<file path="src/rtl/tx_framer.sv">
// tx_framer: buffers tagged words in a small FIFO and serialises them
// as start + LSB-first data + even parity + stop frames paced by txc.
module tx_framer #(
  parameter int DATA_W     = 8,
  parameter int ADRS_W     = 9,
  parameter int FIFO_DEPTH = 4
) (
  input  logic                          clock,
  input  logic                          reset,
  input  logic [ADRS_W-1:0]             ramadrs,
  input  logic                          oeenable,
  input  logic                          txc,
  input  logic [DATA_W-1:0]             datain,
  input  logic                          clr_ovf,
  output logic                          txd,
  output logic                          busy,
  output logic [$clog2(FIFO_DEPTH):0]   fifo_level,
  output logic                          overflow,
  output logic [ADRS_W-1:0]             cur_adrs
);

  localparam int AW = $clog2(FIFO_DEPTH);
  localparam int EW = ADRS_W + DATA_W;
  localparam int CW = (DATA_W > 1) ? $clog2(DATA_W) : 1;
  localparam logic [AW:0]   FULL = (AW+1)'(FIFO_DEPTH);
  localparam logic [CW-1:0] LAST = CW'(DATA_W - 1);

  typedef enum logic [2:0] {
    IDLE, START, DATA, PARITY, STOP
  } state_t;

  state_t            state;
  logic              txc_q;
  logic              tick;
  logic [EW-1:0]     mem [FIFO_DEPTH];
  logic [AW-1:0]     wr_ptr;
  logic [AW-1:0]     rd_ptr;
  logic [EW-1:0]     rd_word;
  logic              full;
  logic              empty;
  logic              pop;
  logic              push;
  logic              drop;
  logic [DATA_W-1:0] sh;
  logic              par;
  logic [CW-1:0]     bitcnt;

  assign tick    = txc & ~txc_q;
  assign full    = (fifo_level == FULL);
  assign empty   = (fifo_level == '0);
  assign pop     = tick & ~empty & ((state == IDLE) | (state == STOP));
  assign push    = oeenable & (~full | pop);
  assign drop    = oeenable & full & ~pop;
  assign rd_word = mem[rd_ptr];

  // txc edge detector; reset high so a txc already high gives no tick
  always_ff @(posedge clock or posedge reset) begin
    if (reset) txc_q <= 1'b1;
    else       txc_q <= txc;
  end

  // FIFO storage; contents are dead once pointers reset
  always_ff @(posedge clock) begin
    if (push) mem[wr_ptr] <= {ramadrs, datain};
  end

  // FIFO pointers, occupancy and sticky overflow
  always_ff @(posedge clock or posedge reset) begin
    if (reset) begin
      wr_ptr     <= '0;
      rd_ptr     <= '0;
      fifo_level <= '0;
      overflow   <= 1'b0;
    end else begin
      if (push) wr_ptr <= wr_ptr + 1'b1;
      if (pop)  rd_ptr <= rd_ptr + 1'b1;
      case ({push, pop})
        2'b10:   fifo_level <= fifo_level + 1'b1;
        2'b01:   fifo_level <= fifo_level - 1'b1;
        default: fifo_level <= fifo_level;
      endcase
      if (drop)         overflow <= 1'b1;
      else if (clr_ovf) overflow <= 1'b0;
    end
  end

  // frame FSM with registered line, busy and tag outputs
  always_ff @(posedge clock or posedge reset) begin
    if (reset) begin
      state    <= IDLE;
      txd      <= 1'b1;
      busy     <= 1'b0;
      cur_adrs <= '0;
      sh       <= '0;
      par      <= 1'b0;
      bitcnt   <= '0;
    end else if (tick) begin
      unique case (state)
        IDLE: begin
          if (!empty) begin
            {cur_adrs, sh} <= rd_word;
            par   <= ^rd_word[DATA_W-1:0];
            txd   <= 1'b0;
            busy  <= 1'b1;
            state <= START;
          end else begin
            txd <= 1'b1;
          end
        end
        START: begin
          txd    <= sh[0];
          sh     <= sh >> 1;
          bitcnt <= '0;
          state  <= DATA;
        end
        DATA: begin
          if (bitcnt != LAST) begin
            txd    <= sh[0];
            sh     <= sh >> 1;
            bitcnt <= bitcnt + 1'b1;
          end else begin
            txd   <= par;
            state <= PARITY;
          end
        end
        PARITY: begin
          txd   <= 1'b1;
          state <= STOP;
        end
        STOP: begin
          if (!empty) begin
            {cur_adrs, sh} <= rd_word;
            par   <= ^rd_word[DATA_W-1:0];
            txd   <= 1'b0;
            state <= START;
          end else begin
            txd   <= 1'b1;
            busy  <= 1'b0;
            state <= IDLE;
          end
        end
        default: begin
          txd   <= 1'b1;
          busy  <= 1'b0;
          state <= IDLE;
        end
      endcase
    end
  end

endmodule

</file>
<file path="config.mk">
export PLATFORM = sky130hd
export DESIGN_NAME = tx_framer
export DESIGN_NICKNAME = d
export VERILOG_FILES = /design/src/rtl/tx_framer.sv
export SDC_FILE = /design/constraint.sdc
export NUM_CORES = 1
export LEC_CHECK = 0
export ABC_AREA = 1
export BUFFER_PORTS_ARGS = -buffer_cell sky130_fd_sc_hd__buf_2
export CORE_MARGIN = 2
export CORE_UTILIZATION = 45
export CTS_CLUSTER_SIZE = 8
export DETAILED_ROUTE_END_ITERATION = 7
export GPL_TIMING_DRIVEN = 1
export SKIP_LAST_GASP = 1
export SLEW_MARGIN = 20
export SYNTH_ARGS = -nofsm -noshare
export SYNTH_HDL_FRONTEND = slang
export SYNTH_SLANG_ARGS = --single-unit
</file>
<file path="constraint.sdc">
create_clock -name clock -period 3.75 [get_ports clock]
set_input_delay 0.5625 -clock clock [delete_from_list [all_inputs] [get_ports clock]]
set_output_delay 0.5625 -clock clock [all_outputs]
set_load 0.01 [all_outputs]
</file>
# Yosys cells after proc, flatten, opt, wreduce, memory -nomap -nowiden
# Memories as Yosys holds them, arrays and structs flattened.
# Cells that the tools add are included.
# word_totals
latch_bits	0
out_inout_bits	15
mem_bits_ro	0
n_memories	1
wordCells	78
regBits	35
ramBits	68
input_bits	22
# op_classes
n_reduce_logical	14
eq_ne	13
mul	0
order_cmp	0
addsub	5
mux	20
shift	0
n_div	0
bitwise	13
# mem_list
memory	words	word_bits	rd	rd_clocked_by_memory_dff	write_ports	line	source
mem	4	17	1	0	1	35	logic [EW-1:0] mem [FIFO_DEPTH];
# op_table
op	n
8-bit case mux with 3 select lines	1
8-bit 2-to-1 mux	2
3-bit case mux with 5 select lines	1
3-bit case mux with 2 select lines	2
2-bit != test (second input constant)	5
1-bit 2-to-1 mux	9
3-bit 2-to-1 mux	3
3-bit AND reduction	3
4-bit AND reduction	2
8-bit XOR reduction	1
3-bit by 1-bit adder with 3-bit output (second input constant)	2
1-bit bitwise AND	6
3-bit by 2-bit equality test with 1-bit output (second input constant)	2
3-bit equality test (second input constant)	2
3-bit zero test	2
1-bit case mux with 3 select lines	2
2-bit nonzero test	3
1-bit inverter	5
2-bit by 1-bit adder with 2-bit output (second input constant)	2
3-bit by 1-bit equality test with 1-bit output (second input constant)	1
3-bit != test (second input constant)	1
3-bit nonzero test	1
3-bit OR reduction	1
3-bit by 1-bit subtractor with 3-bit output (second input constant)	1
4 further kinds	5

# Longest topological paths before layout
# logic_depth
word_depth	8
mapped_depth	14
depth_no_buf	12

# Worst setup path after synthesis
# No wires, ideal clock.
# synth_path
path_kind	input -> register
from	input port txc
to	memory mem[0][0] in the netlist's numbering, enable pin
required_ns	3.359
setup_slack_ns	1.482
n_path_buf	0
arrival_time_ns	1.878
setup_ns	0.391
cell_stages	6
path_cell_list	inv_1 > nor2_4 > nand3_2 > nand3_2 > nand2_2 > nor2_1
# synth_between
elab_chain_len	7
# synth_lines
element	line	source
from (decl)	12	input logic txc,
1-bit bitwise AND	48	assign tick = txc & ~txc_q;
1-bit bitwise AND (2 in series)	51	assign pop = tick & ~empty & ((state == IDLE) | (state == STOP));
1-bit bitwise OR	52	assign push = oeenable & (~full | pop);
1-bit bitwise AND	52	
1-bit 2-to-1 mux	64	if (push) mem[wr_ptr] <= {ramadrs, datain};
1-bit 2-to-1 mux (not written as such)	64	
to (decl)	35	
# Every way passes these cells.

# Worst setup path in the final report
# layout_path
from	register state[0]
to	register fifo_level[2]
# layout_between
elab_chain_len	7
elab_cells_between_ends	10
classes_between	3 x eq/ne; 1 x mux; 4 x bitwise; 2 x reduce/logical
# layout_lines
element	line	source
from (decl)	32	state_t state;
from (signal assigned)	90	state <= IDLE;
from (signal assigned)	105	state <= START;
from (signal assigned)	114	state <= DATA;
3-bit equality test / 3-bit zero test (equally long branches)	51	
1-bit bitwise OR *	51	
1-bit bitwise AND *	51	
1-bit bitwise OR	52	
1-bit bitwise AND	52	
2-bit by 1-bit equality test with 1-bit output / 2-bit equality test (equally long branches)	77	case ({push, pop})
3-bit case mux with 2 select lines / 2-bit nonzero test (equally long branches)	n/a	
to (signal assigned)	78	2'b10: fifo_level <= fifo_level + 1'b1;
to (signal assigned)	79	2'b01: fifo_level <= fifo_level - 1'b1;
to (signal assigned)	80	default: fifo_level <= fifo_level;
to (decl)	17	output logic [$clog2(FIFO_DEPTH):0] fifo_level,
# Every way passes the cells marked *; elsewhere a longest branch is shown, timed or not.
# A chain may end at the register's enable or synchronous reset.

==> reports/metrics.cfg <==
[yosys]
synth-edff-count=68
ys_warn_count=0
syn_area_sq_um=4570
syn_nets=490
ys_types=29
async_reset_ff_share_pct=34.0
synth_seq_area_share_pct=63.9
netlist.area_leader.share_pct=44.7
synthCells=461
yosys.area.top_type=edfxtp_1
synth_top_flop_cell=edfxtp_1
ys_top_cells_by_area=edfxtp_1 (45%), dfrtp_1 (18%), nand2_1 (14%)
avgSynthCellArea_sq_um=9.91
ys_ff_latch=103
yosysMostFrequentCell=nand2_1
synth_commonest_cells=nand2_1 (176), edfxtp_1 (68), nor2_1 (37)

[timing]
slew_viol_final=0
timing.hold.ws_ns=0.288
min_period_over_period_pct=67.8
rsz0062_at_grt=false
fin_ws_ns=1.21
fin_crit_ns=2.54
setup_viol=0
relSlewSlack_pct=44.5
fmax_mhz=393
finalClockSkew_ns=0.0104
tightest_slew_ns=0.833
finalHoldViolCount=0
finalSetupTns_ns=0

[grt]
antenna_found_initial=0
track_usage_pct=16.8
grt_pass1_wl_um=14500
grt_pass1_vias=2907
grt_max_degree=37
overflow=0

[pwr]
switching_share_pct=39.8
powerDensity_nw_per_um2=797
leakagePower_nw=2.22
p_seq_share_pct=42.4
p_comb_share_pct=38.7
ir_drop_uv=267
clkPwrFrac_pct=18.9
p_int_mw=2.45
p_switching_mw=1.62
total_power_mw=4.07

[routing]
dr.pass1.iters=4
route.vias.total=3137
post_drt_wl_per_cell_um=13.5
ant_nets=0
post-route-drc-count=0
via_per_inst=4.92
routed_wl_um=8630
drt-initial-drc-count=131

[clock_network]
cts_resized=0
cts_setup_buffers=0
ctsRootBufferMaster=clkbuf_8
cts_buffers=9
hold_buffers=0
clk_pin_slew_ns=0.10
clock_tree.buffer_depth=2
cts_tree=done
clock_sinks=103
htreeDepth=3
clk_latency_ns=0.36

[place]
post-dp-hpwl_um=5790
io_buffers=36
pre_cts_slack_ns=1.19
dp.cells=621
postPlaceCellArea_sq_um=4870
gp_congestion=0.749

[critical_path]
cp-start-kind=flop
path_delay_family=simple AND/OR/NAND/NOR gates
arrival_ns=2.85
crit_path_end_kind=flop
path_class=flop to flop
crit_slowest_cell=dfrtp_1
ff2ff_setup_slack_ns=1.21
crit_buf_inv=1
crit_start=state[0]
reg2reg_from=state[0]
required_ns=4.06
crit_chain=nor2_2, nand3_2, nor2_1, inv_1, fa_1, xor2_1, or2_0, nand3_1
cp_max_fo=16
critPathMaxStageDelay_ns=0.46

[layout]
final_area_sq_um=5100
stdcell_count=637
fin_util_pct=52.0
antenna_cells=0
fin_nets=528
syn2layout_area_growth_pct=11.6
layout-drive-gt1-share_pct=15.7

[die]
dieArea_sq_um=11000
placementRows=36
io-pin-count=37
floorplan.die.height_um=105
initial_core_util_pct=46.5
core_sq_um=9820
fp.dieW_um=105

[run]
drv_cap=0

[min_path]
hp-class=primary input to async pin

[status]
status=finished clean

==> cells in the final DEF (no fill, tap or decap), types with 6 or more instances in the layout <==
cell	n
clkbuf_8	9
nor2_1	37
buf_4	7
ha_1	6
inv_1	24
edfxtp_1	68
o22ai_1	12
nand3_1	26
a31oi_1	8
buf_2	36
dfrtp_1	33
o21ai_0	22
nand2_1	176
==> logic make-up after synthesis <==
group	after synthesis	share of synthesized area [%]
DFF	103	63.9
AOI/OAI and AO/OA	49	6.08
xor gates and xnor gates	4	0.766
buffers and inverters	46	4.60
and+or+nand+nor	252	22.6
adders and majority gates	7	2.08
==> registers in the layout (all words and copies together), names as in the netlist, 2 cells and up <==
signal	count
mem	68
rd_ptr	2
cur_adrs	9
sh	8
wr_ptr	2
fifo_level	3
state	3
bitcnt	3
==> cell type report <==
| cell class | instances | area [sq um] |
|---|---|---|
| fillers | 913 | 4720 |
| flip-flops and latches | 103 | 2920 |
| multi-input cells | 312 | 1440 |
| repair buffers | 43 | 233 |
| well taps | 133 | 166 |
| clock buffers | 9 | 124 |
| inverters | 30 | 115 |
| clock inverters | 7 | 104 |
==> final timing paths <==
check / end / depth (start not counted)
setup reg to reg: fifo_level[2] / 8
hold / removal: bitcnt[0] / 3
setup / recovery: fifo_level[2] / 8
hold reg to reg: cur_adrs[5] / 2
max in group asynchronous: txc_q / 3
min in group clock: txc_q / 1
==> worst reg2reg max path: stages (launching register included) <==
cell,delay [ns]
dfrtp_1,0.46
nor2_2,0.45
nand3_2,0.39
nor2_1,0.25
inv_1,0.09
fa_1,0.38
xor2_1,0.16
or2_0,0.22
nand3_1,0.08
==> metal layers <==
layer	up-vias	wire [um]	track usage, %
met5	-	0	0
met4	0	116	4.19
met3	12	321	3.93
met2	57	4050	26.8
met1	1469	4140	23.2
li1	1599	-	-
==> power by group through the flow <==
| stage | clock network, mW | registers [mW] | logic, mW |
|---|---|---|---|
| finish | 0.768 | 1.72 | 1.57 |
| global route | 0.830 | 1.77 | 1.81 |
| detailed placement | 0 | 1.75 | 1.59 |
| floorplan | 0 | 1.72 | 1.21 |
| global placement | 0 | 1.74 | 1.55 |
| CTS | 0.790 | 1.73 | 1.60 |
No activity file was read; power rests on OpenSTA's default activity.
